--- src/rtl/instr_fetch_ctrl.sv ---
// Instruction fetch sequencer: owns the PC, reads the asynchronous instruction ROM,
// and queues fetched words in an in-order buffer for decode (valid/ready).
module instr_fetch_ctrl #(
    parameter logic [31:0] RESET_PC   = 32'h0000_0000,
    parameter int unsigned IMEM_WORDS = 256,
    parameter int unsigned BUF_DEPTH  = 2
) (
    input  logic        clk,
    input  logic        rst_n,
    input  logic        start,
    input  logic        halt,
    input  logic        redirect_valid,
    input  logic [31:0] redirect_pc,
    output logic [31:0] imem_addr,
    input  logic [31:0] imem_instr,
    output logic        id_valid,
    input  logic        id_ready,
    output logic [31:0] id_instr,
    output logic [31:0] id_pc,
    output logic [31:0] id_pc_plus4,
    output logic [1:0]  state,
    output logic        addr_err
);

    localparam int unsigned   PW       = $clog2(BUF_DEPTH);
    localparam int unsigned   CW       = $clog2(BUF_DEPTH + 1);
    localparam logic [CW-1:0] FULL     = CW'(BUF_DEPTH);
    localparam logic [31:0]   PC_LIMIT = 32'(IMEM_WORDS * 4);

    typedef enum logic [1:0] {
        IDLE  = 2'b00,
        RUN   = 2'b01,
        HALT  = 2'b10,
        FAULT = 2'b11
    } state_t;

    state_t        cur_state, nxt_state;
    logic [31:0]   pc;
    logic [PW-1:0] rd_ptr, wr_ptr;
    logic [CW-1:0] count;
    logic [31:0]   buf_pc    [BUF_DEPTH];
    logic [31:0]   buf_instr [BUF_DEPTH];
    logic          pop, push, flush, fault;

    function automatic logic bad_addr(input logic [31:0] a);
        return (a[1:0] != 2'b00) || (a >= PC_LIMIT);
    endfunction

    assign pop = id_valid && id_ready;

    always_ff @(posedge clk or negedge rst_n) begin
        if (!rst_n) begin
            cur_state <= IDLE;
        end else begin
            cur_state <= nxt_state;
        end
    end

    always_comb begin
        nxt_state = cur_state;
        push      = 1'b0;
        flush     = 1'b0;
        fault     = 1'b0;
        unique case (cur_state)
            IDLE: begin
                if (start) nxt_state = RUN;
            end
            RUN: begin
                if (redirect_valid) begin
                    flush = 1'b1;
                    fault = bad_addr(redirect_pc);
                end else begin
                    fault = bad_addr(pc);
                    // halt blocks the fetch in its own cycle so the PC parks at the halt point
                    push  = !fault && !halt && ((count != FULL) || pop);
                end
                if (fault)     nxt_state = FAULT;
                else if (halt) nxt_state = HALT;
            end
            HALT: begin
                if (redirect_valid) begin
                    flush = 1'b1;
                    fault = bad_addr(redirect_pc);
                end
                if (fault)                nxt_state = FAULT;
                else if (start && !halt)  nxt_state = RUN;
            end
            FAULT: begin
                nxt_state = FAULT;
            end
        endcase
    end

    always_ff @(posedge clk or negedge rst_n) begin
        if (!rst_n) begin
            pc       <= RESET_PC;
            count    <= '0;
            rd_ptr   <= '0;
            wr_ptr   <= '0;
            addr_err <= 1'b0;
        end else begin
            if (fault) addr_err <= 1'b1;
            if (flush) begin
                // a pop in this cycle is simply dropped from the pointers along with everything else
                pc     <= redirect_pc;
                count  <= '0;
                rd_ptr <= '0;
                wr_ptr <= '0;
            end else begin
                if (push) begin
                    wr_ptr <= wr_ptr + PW'(1);
                    pc     <= pc + 32'd4;
                end
                if (pop) rd_ptr <= rd_ptr + PW'(1);
                case ({push, pop})
                    2'b10:   count <= count + CW'(1);
                    2'b01:   count <= count - CW'(1);
                    default: count <= count;
                endcase
            end
        end
    end

    always_ff @(posedge clk) begin
        if (push) begin
            buf_pc[wr_ptr]    <= pc;
            buf_instr[wr_ptr] <= imem_instr;
        end
    end

    assign imem_addr   = pc;
    assign id_valid    = (count != '0);
    assign id_instr    = id_valid ? buf_instr[rd_ptr] : '0;
    assign id_pc       = id_valid ? buf_pc[rd_ptr] : '0;
    assign id_pc_plus4 = id_pc + 32'd4;
    assign state       = cur_state;

endmodule

--- config.mk ---
export PLATFORM = sky130hd
export DESIGN_NAME = instr_fetch_ctrl
export DESIGN_NICKNAME = d
export VERILOG_FILES = /design/src/rtl/instr_fetch_ctrl.sv
export SDC_FILE = /design/constraint.sdc
export NUM_CORES = 1
export LEC_CHECK = 0
export CORE_ASPECT_RATIO = 1.75
export CORE_MARGIN = 2
export CORE_UTILIZATION = 49
export DETAILED_ROUTE_END_ITERATION = 8
export GPL_TIMING_DRIVEN = 0
export PLACE_DENSITY = 0.86
export SYNTH_ARGS = -nofsm -noshare
export SYNTH_HDL_FRONTEND = slang
export SYNTH_SLANG_ARGS = --single-unit
--- constraint.sdc ---
create_clock -name clk -period 5.85 [get_ports clk]
set_input_delay 0.8775 -clock clk [delete_from_list [all_inputs] [get_ports clk]]
set_output_delay 0.8775 -clock clk [all_outputs]
set_load 0.01 [all_outputs]
# Yosys cells after proc, flatten, opt, wreduce, memory -nomap -nowiden
# Memory sizes are Yosys's and may differ from the RTL's.
# Index checks and enable logic that the tools add are counted.
[op_classes] reduce_logical=18 n_lt_le_gt_ge=2 n_mux=27 n_eq_ne=9 n_addsub=6
[ops] op="$mux 32" n=4
[ops] op="$add 32x3->32 const B" n=2
[ops] op="$ge 32x11->1 const B" n=2
[ops] op="$mux 1" n=14
[ops] op="$mux 2" n=6
[ops] op="$reduce_bool 2->1" n=5
[ops] op="$pmux 2 s4" n=1
[ops] op="$eq 2x2->1 const B" n=3
[ops] op="$ne 3x3->1 const B" n=2
[ops] op="$eq 2x1->1 const B" n=2
[ops] op="$logic_and 1x1->1" n=4
[ops] op="$ne 2x2->1 const B" n=2
[ops] op="$pmux 2 s2" n=1
[ops] op="$logic_or 1x1->1" n=3
[ops] op="$reduce_and 3->1" n=1
[ops] op="$reduce_bool 3->1" n=1
[ops] op="$add 1x1->1 const B" n=2
[ops] op="$add 2x1->2 const B" n=1
[ops] op="$logic_not 1->1" n=2
[ops] op="$logic_not 2->1" n=1
[ops] op="$pmux 1 s2" n=1
[ops] op="$reduce_or 2->1" n=1
[ops] op="$sub 2x1->2 const B" n=1
[totals] wordCells=70 mem_bits_rw=128 mem_count=2 inputBits=70 register_bits=39 out_inout_bits=132
[mem_list] memory="buf_instr" depth=2 width=32 rd=1 rd_ports_with_merged_regs=0 write_ports=1 line="42" rtl="logic [31:0] buf_instr [BUF_DEPTH];"
[mem_list] memory="buf_pc" depth=2 width=32 rd=1 rd_ports_with_merged_regs=0 write_ports=1 line="41" rtl="logic [31:0] buf_pc [BUF_DEPTH];"

# Longest topological paths before layout
# Gate-level depths: netlist of run 1.
[logic_depth] word_depth=10 mapped_depth=13 ltp_nobuf=8

# Worst setup path after synthesis of run 1
# Ideal clock, no wire load.
[synth_path] path_kind="register to register" from="register pc[14], in the netlist imem_addr[14]" to="memory buf_instr[0][0] (enable)" path_buffers=1 t_arrival_ns=4.372 slack_ns=0.991 required_ns=5.363 synth_period_minus_slack_ns=4.859 stages_incl_launch_ff=6 setup_time_ns=0.487 path_cell_list="dfrtp_1 > nor4_2 > nand4_2 > or4_4 > buf_6 > nor2_1"
[synth_between] elab_chain_cells=9
[synth_rtl] item="start: declaration" line="38" rtl="logic [31:0] pc;"
[synth_rtl] item="start signal: assignment" line="105" rtl="pc <= redirect_pc;"
[synth_rtl] item="start signal: assignment" line="112" rtl="pc <= pc + 32'd4;"
[synth_rtl] item="$ge 32x11->1" line="46" rtl="return (a[1:0] != 2'b00) || (a >= PC_LIMIT);"
[synth_rtl] item="$logic_or 1x1->1" line="46"
[synth_rtl] item="$logic_not 1->1" line="75" rtl="push = !fault && !halt && ((count != FULL) || pop);"
[synth_rtl] item="$logic_and 1x1->1 (2 in series)" line="75"
[synth_rtl] item="$mux 1" line="69" rtl="if (redirect_valid) begin"
[synth_rtl] item="$mux 1" line="64" rtl="unique case (cur_state)"
[synth_rtl] item="$mux 1" line="125" rtl="if (push) begin"
[synth_rtl] item="$mux 1 (implied by the code)" line="127" rtl="buf_instr[wr_ptr] <= imem_instr;"
[synth_rtl] item="end: declaration" line="42"
# Every way passes these cells.

# Worst setup path in the final report of run 1
[layout_path] from="register rd_ptr" to="output id_pc_plus4[26]"
[layout_between] elab_chain_cells=3
[layout_rtl] item="start: declaration" line="39" rtl="logic [PW-1:0] rd_ptr, wr_ptr;"
[layout_rtl] item="start signal: assignment" line="114" rtl="if (pop) rd_ptr <= rd_ptr + PW'(1);"
[layout_rtl] item="$mem_v2 2x32"
[layout_rtl] item="$mux 32" line="134" rtl="assign id_pc = id_valid ? buf_pc[rd_ptr] : '0;"
[layout_rtl] item="$add 32x3->32" line="135" rtl="assign id_pc_plus4 = id_pc + 32'd4;"
[layout_rtl] item="end: declaration" line="20" rtl="output logic [31:0] id_pc_plus4,"
# Every way passes these cells.

==> metrics.csv, run 1 <==
metric;value;unit
setup.worst_path.end_class;output port;
r2r.worst_path.cells;4;
area_growth_syn_to_layout;38.3;%
worstPathCellList;buf_4, buf_4, buf_4, buf_2, clkbuf_4, clkbuf_4, mux2i_1, nor2_1, ha_1, nor4b_2, nand4_1, buf_4, nor4_1, xor2_1, clkdlybuf4s50_1;
synth_mux_area_frac;0.0890;
dp_hpwl;14.4;mm
hold_path_depth;2;
netlist_top_cells_area;edfxtp_1 (51%), dfrtp_1 (13%), mux2i_1 (8.6%), nand2_1 (4.8%), nor2_1 (3.9%);
critical_path_class;reg -> out;
clock_sinks;167;
die_w;97.9;µm
synth_cells;612;
max_cap_violations;0;
cp_data_arrival_time;4.74;ns
postSynthRegisterBits;167;
design.die.area;16500;µm²
synth_compound_area_frac;0.0379;
cts_root_buffer;clkbuf_16;
ff2ff_setup_slack;2.54;ns
nNetsFinal;913;
track_usage;0.232;
synth_xor_xnor_area_share;0.0359;
crit_path_max_fanout;10;
layout.core_utilization;0.686;
initial_utilization;0.496;
synthMostInstantiatedCell;edfxtp_1;
tightestPinTransition;0.919;ns
synth.avg_cell_area;12.4;µm²
hold_vio_cnt_final;0;
multiInputGateArea;2560;µm²
placement_rows;60;
final.setup_skew;0.00925;ns
number_of_detailed_route_iterations_in_the_first_pass;5;
grt.met1_usage;0.253;
timing.critical_path.from_type;register;
remaining_drc_errors;0;
max-clock-path-buffers;2;
numCtsBuffers;17;
final_layout_size_suffix_gt1_frac;0.0813;
count_of_filler_cells_inserted_in_the_layout;1089;
synth_unique_cells;52;
synth_top_family_by_area;simple AND/OR/NAND/NOR gates;
vias_per_cell;5.45;
rsz0062_at_grt;false;
synth.yosys.seq_area_share;0.637;
crit_required;4.97;ns
htreeDepth;4;
worstHoldPathType;reg -> reg;
status;finished, final reports clean;
hold_path_end;addr_err;
final_antenna_net_count;0;
grt_antenna_before_repair;0;
clk-insertion-delay-late;0.41;ns
power.leakage;0.00376;µW
finalSetupViolations;0;
synth_top_area_frac;0.508;
routed_wire_length_per_instance;18.7;µm
syn_nets;689;
die_height;168;µm
busiest_layer;met2;
holdCritStartpoint;addr_err;
async_flop_share;0.234;
detail_route.wirelength;19.3;mm
p_per_area;336;nW/µm²
syn_area;7560;µm²
grt_first_pass_wirelength;29.7;mm
critPathMaxStageDelay;0.57;ns
cts_tree;yes;
vias_in_the_first_global_route;5697;
critical-path-top-cell-by-count;buf_4;
yosys.area_share.adder;0.0116;
synth_top_area_cell;edfxtp_1;
floorplan.core_area;15200;µm²
reg_to_reg_end;buf_instr[1][1];
rr_startpoint;imem_addr[1];
yosysWarnings;0;
final_weighted_congestion_of_routability_driven_global_placement;0.900;
max_clock_freq;178;MHz
setup-tns-final;0;ns
drt_iter0_drc;279;
vdd_ir_drop_max;0.379;mV
grt.overflow.total;0;
met3_track_usage_gr;0.0303;
timing.final.max_slew_violations;0;
port-buffer-count;201;
netlist_top_cells_count;edfxtp_1 (128), nand2_1 (96), nor2_1 (78);
period_share;0.960;
register_area;4820;µm²
period_needed;5.62;ns
worst_slew_slack_as_a_fraction_of_its_limit;0.382;
routed-via-count;5637;
cpMaxStageDelayCell;clkdlybuf4s50_1;
simple_gate_share_of_the_synthesized_area;0.161;
yosys_most_used_dff;edfxtp_1;
synth_enable_flop_cells;128;
grt_max_degree;65;
clk_pin_slew_worst_paths;0.07;ns
antennaDiodeCount;0;
grtUsageMet2;0.436;
io_pins;202;
## cells by family after synthesis
group	after synthesis
simple gates	259
xor+xnor	31
mux	67
flops	167
compound gates	40
fa+ha+maj	7
buf+inv	41
## metrics by stage
stage | area, µm² | power [µW] | setup WS (ns) | cells | hold WS [ns]
final | 10500 | 3510 | 0.234 | 1035 | 0.479
after global routing | 10500 | 3660 | 0.0631 | 1035 | 0.510
after CTS | 10400 | 3530 | 0.0162 | 1035 | 0.489
after detailed placement | 9860 | 2450 | 0.179 | 1001 | 0.460
after global placement | 9810 | 2420 | -1.04 | 999 | 0.484
after floorplan | 7560 | 2000 | 0.991 | 612 | 0.510
## sequential cells by signal (all words and copies together), names as in the netlist
| register | cells |
|---|---|
| count | 2 |
| state | 2 |
| imem_addr | 32 |
| addr_err | 1 |
| rd_ptr | 1 |
| buf_pc | 64 |
| buf_instr | 64 |
| wr_ptr | 1 |
## cell type report
class | count | area share
flip-flops and latches | 167 | 0.461
multi-input cells | 404 | 0.244
repair buffers | 205 | 0.198
clock buffers | 18 | 0.0420
well taps | 186 | 0.0223
plain buffers | 27 | 0.0152
clock inverters | 14 | 0.0123
inverters | 14 | 0.00503
## where the power goes
part           switching [µW]  internal [µW]
clock                     497            576
combinational             385            388
sequential                210           1460
## how the worst max path moves through the flow
stage	startpoint	to	slack (ns)	cells past startpoint
6_report	rd_ptr	id_pc_plus4[26]	0.23	15
5_1_grt	rd_ptr	id_pc_plus4[26]	0.06	15
4_1_cts	rd_ptr	id_pc_plus4[26]	0.02	15
3_5_place_dp	rd_ptr	id_pc_plus4[20]	0.18	14
3_3_place_gp	redirect_valid	buf_instr[0][11]	-1.04	6
2_1_floorplan	imem_addr[14]	buf_instr[0][0]	0.99	5
## routing by layer
layer | share of wire | wire, µm | vias to the layer above
li1 | - | - | 2673
met1 | 0.37 | 7160 | 2723
met2 | 0.56 | 10700 | 206
met3 | 0.043 | 829 | 35
met4 | 0.030 | 571 | 0
met5 | 0 | 0 | -
## cell usage in the layout, fill, tap and decap left out, drive strengths merged, types with 2 or more instances in the layout
cell and n:
nand4 6, buf 17, o22ai 2, nor2 78, xnor2 9, o21ai 5
and2 7, nor4 18, a21o 3, clkinvlp 2, clkinv 2, nand2 97
a21oi 3, mux2i 65, a211oi 7, nand3 17, or3 3, nor3 14
clkdlybuf4s50 200, ha 7, inv 24, edfxtp 128, mux2 2, dlymetal6s2s 2
a31oi 4, clkbuf 31, dfrtp 39, xor2 22, o211ai 2, or4 3
or2 3, nand3b 7, o31ai 5, a22oi 2, nor3b 2
## what timing repair did
item / in CTS / in global routing
gates resized for setup: 0 / 5
pin swaps: 1 / 0
hold buffers: 0 / 0
buffers inserted: 2 / 0
setup endpoints to repair: 7 / 11
## critical path: cells and delay by family (launching register included)
kind	cells	cell delay (ns)
adders and majority gates	1	0.26
muxes	1	0.10
and+or+nand+nor	4	1.00
DFF	1	0.33
xor gates and xnor gates	1	0.21
buffers and inverters	8	2.40
No activity file was read; power rests on OpenSTA's default activity.
==> run 2, diff against run 1 <==
--- a/config.mk
+++ b/config.mk
@@ -10,7 +10,7 @@
 export CORE_UTILIZATION = 49
 export DETAILED_ROUTE_END_ITERATION = 8
 export GPL_TIMING_DRIVEN = 0
-export PLACE_DENSITY = 0.86
+export PLACE_DENSITY = 0.81
 export SYNTH_ARGS = -nofsm -noshare
 export SYNTH_HDL_FRONTEND = slang
 export SYNTH_SLANG_ARGS = --single-unit
==> run 2 against run 1 <==
Utilization rose by 0.066 points. Worst setup slack improved by 0.031 ns. Die area did not move. Worst hold slack improved by 0.028 ns. Maximum frequency rose by 0.55%. Sequential share of layout area barely moved. Via count rose by 1.6%. Critical path type unchanged.
==> metrics.csv, run 2 (same netlist as run 1, synthesis figures left out) <==
metric;value;unit
period_share;0.955;
final.setup_skew;0.0138;ns
fin_cells;1035;
grt_antenna_before_repair;0;
io_pins;202;
drt_iter0_drc;264;
final_antenna_net_count;0;
worstHoldPathType;reg -> reg;
final_design_area_no_fill;10500;µm²
placed_cells;1001;
final_common_cell;clkdlybuf4s50_1;
hold_vio_cnt_final;0;
die_height;168;µm
remaining_drc_errors;0;
vias_per_cell;5.54;
dp_hpwl;15.1;mm
nNetsFinal;913;
track_usage;0.246;
worst_slew_slack_as_a_fraction_of_its_limit;0.382;
area_growth_syn_to_layout;38.4;%
timing.final.max_slew_violations;0;
critical_path_class;reg -> out;
placement_rows;60;
holdCritStartpoint;addr_err;
hold_ws;0.507;ns
die_w;97.9;µm
dr_wl_met3;993;µm
p_per_area;340;nW/µm²
period_needed;5.59;ns
commonest_non_fill_non_tap_cells_in_the_layout;clkdlybuf4s50_1 (200), edfxtp_1 (128), nand2_1 (96), nor2_1 (76), mux2i_1 (65);
number_of_detailed_route_iterations_in_the_first_pass;4;
layout.core_utilization;0.687;
grt.overflow.total;0;
final_layout_size_suffix_gt1_frac;0.0777;
clk-insertion-delay-late;0.43;ns
reg_to_reg_end;buf_instr[1][12];
cp_data_arrival_time;4.71;ns
initial_utilization;0.496;
max_clock_freq;179;MHz
finalSetupViolations;0;
clock_sinks;167;
route.met2.wl;11.4;mm
final_weighted_congestion_of_routability_driven_global_placement;0.907;
grt_first_pass_wirelength;31.5;mm
wl_met1;7.06;mm
r2r.worst_path.cells;4;
floorplan.core_area;15200;µm²
crit_required;4.97;ns
setup.worst_path.end_class;output port;
vdd_ir_drop_max;0.296;mV
highest_layer;met4;
max-clock-path-buffers;2;
design.die.area;16500;µm²
ff2ff_setup_slack;2.58;ns
htreeDepth;4;
count_of_filler_cells_inserted_in_the_layout;1101;
status;finished, final reports clean;
numCtsBuffers;17;
routed_wire_length_per_instance;19.6;µm
clk_pin_slew_worst_paths;0.07;ns
grt_max_degree;65;
antennaDiodeCount;0;
cts_root_buffer;clkbuf_16;
rsz0062_at_grt;false;
tightestPinTransition;0.919;ns
timing.critical_path.from_type;register;
crit_path_max_fanout;10;
cts_hold_repair.buffers;0;
rr_startpoint;imem_addr[14];
cts_tree;yes;
port-buffer-count;201;
max_cap_violations;0;
vias_in_the_first_global_route;6055;
hold_path_depth;2;
detail_route.wirelength;20.3;mm
routed-via-count;5729;
power.leakage;0.00376;µW
place_area;9860;µm²
hold_path_end;addr_err;
## run 2: cell count changes in the layout (fill, tap and decap cells not counted), sizes merged
cell,delta
buf,+1
bufinv,+1
clkinv,+5
clkinvlp,-1
inv,-6
## run 2: worst max-delay path by stage
| stage | start | end | depth (start not counted) |
|---|---|---|---|
| 2_1_floorplan | imem_addr[14] | buf_instr[0][0] | 5 |
| 3_3_place_gp | redirect_valid | buf_instr[0][6] | 6 |
| 3_5_place_dp | rd_ptr | id_pc_plus4[20] | 14 |
| 4_1_cts | count[0] | id_pc_plus4[22] | 13 |
| 5_1_grt | rd_ptr | id_pc_plus4[20] | 15 |
| 6_report | count[0] | id_pc_plus4[22] | 13 |
## run 2: final cells by class
cell class                 count  area (µm²)  share of cell area
buffer                        27         158              0.0151
clock buffer                  19         443              0.0423
clock inverter                13         143              0.0136
inverter                      14        52.6             0.00502
multi-input combinational    404        2550               0.244
sequential                   167        4820               0.460
tap                          186         233              0.0222
timing repair buffer         205        2070               0.198
## run 2: power by group
part / switching, µW / leakage, µW / internal (µW)
registers: 215 / 0.00163 / 1460
clock network: 495 / 0.000285 / 612
logic: 394 / 0.00184 / 389
total: 1100 / 0.00376 / 2460
## run 2: layer usage
metal,vias to the layer above,GRT usage
met4,0,0.140
met1,2745,0.259
met5,-,0
li1,2660,-
met3,64,0.0382
met2,260,0.458
## run 2: critical path, stage by stage, from the launching register on
cell and delay [ns]:
dfrtp_1 0.45, nor2_2 0.34, clkbuf_1 0.43, clkbuf_1 0.43
buf_1 0.44, buf_1 0.44, nor2_1 0.14, ha_1 0.26
nor4b_1 0.18, nand4_1 0.13, buf_4 0.19, nor3_1 0.08
xor2_1 0.16, clkdlybuf4s50_1 0.60
## run 2: timing repair
item                                    in CTS  in global routing
setup buffers                                2                  0
endpoints found under the hold margin        0                  0
pin swaps                                    1                  0
resized for setup                            0                  3
endpoints found under the setup margin       5                 11
## run 2: per-stage QoR
stage                     setup slack, ns  TNS [ns]  total power (µW)
after CTS                           0.163         0              3560
after global routing               0.0563         0              3700
after global placement             -0.936    -59.72              2410
after floorplan                     0.991         0              2000
after detailed placement            0.388         0              2460
final                               0.264         0              3560
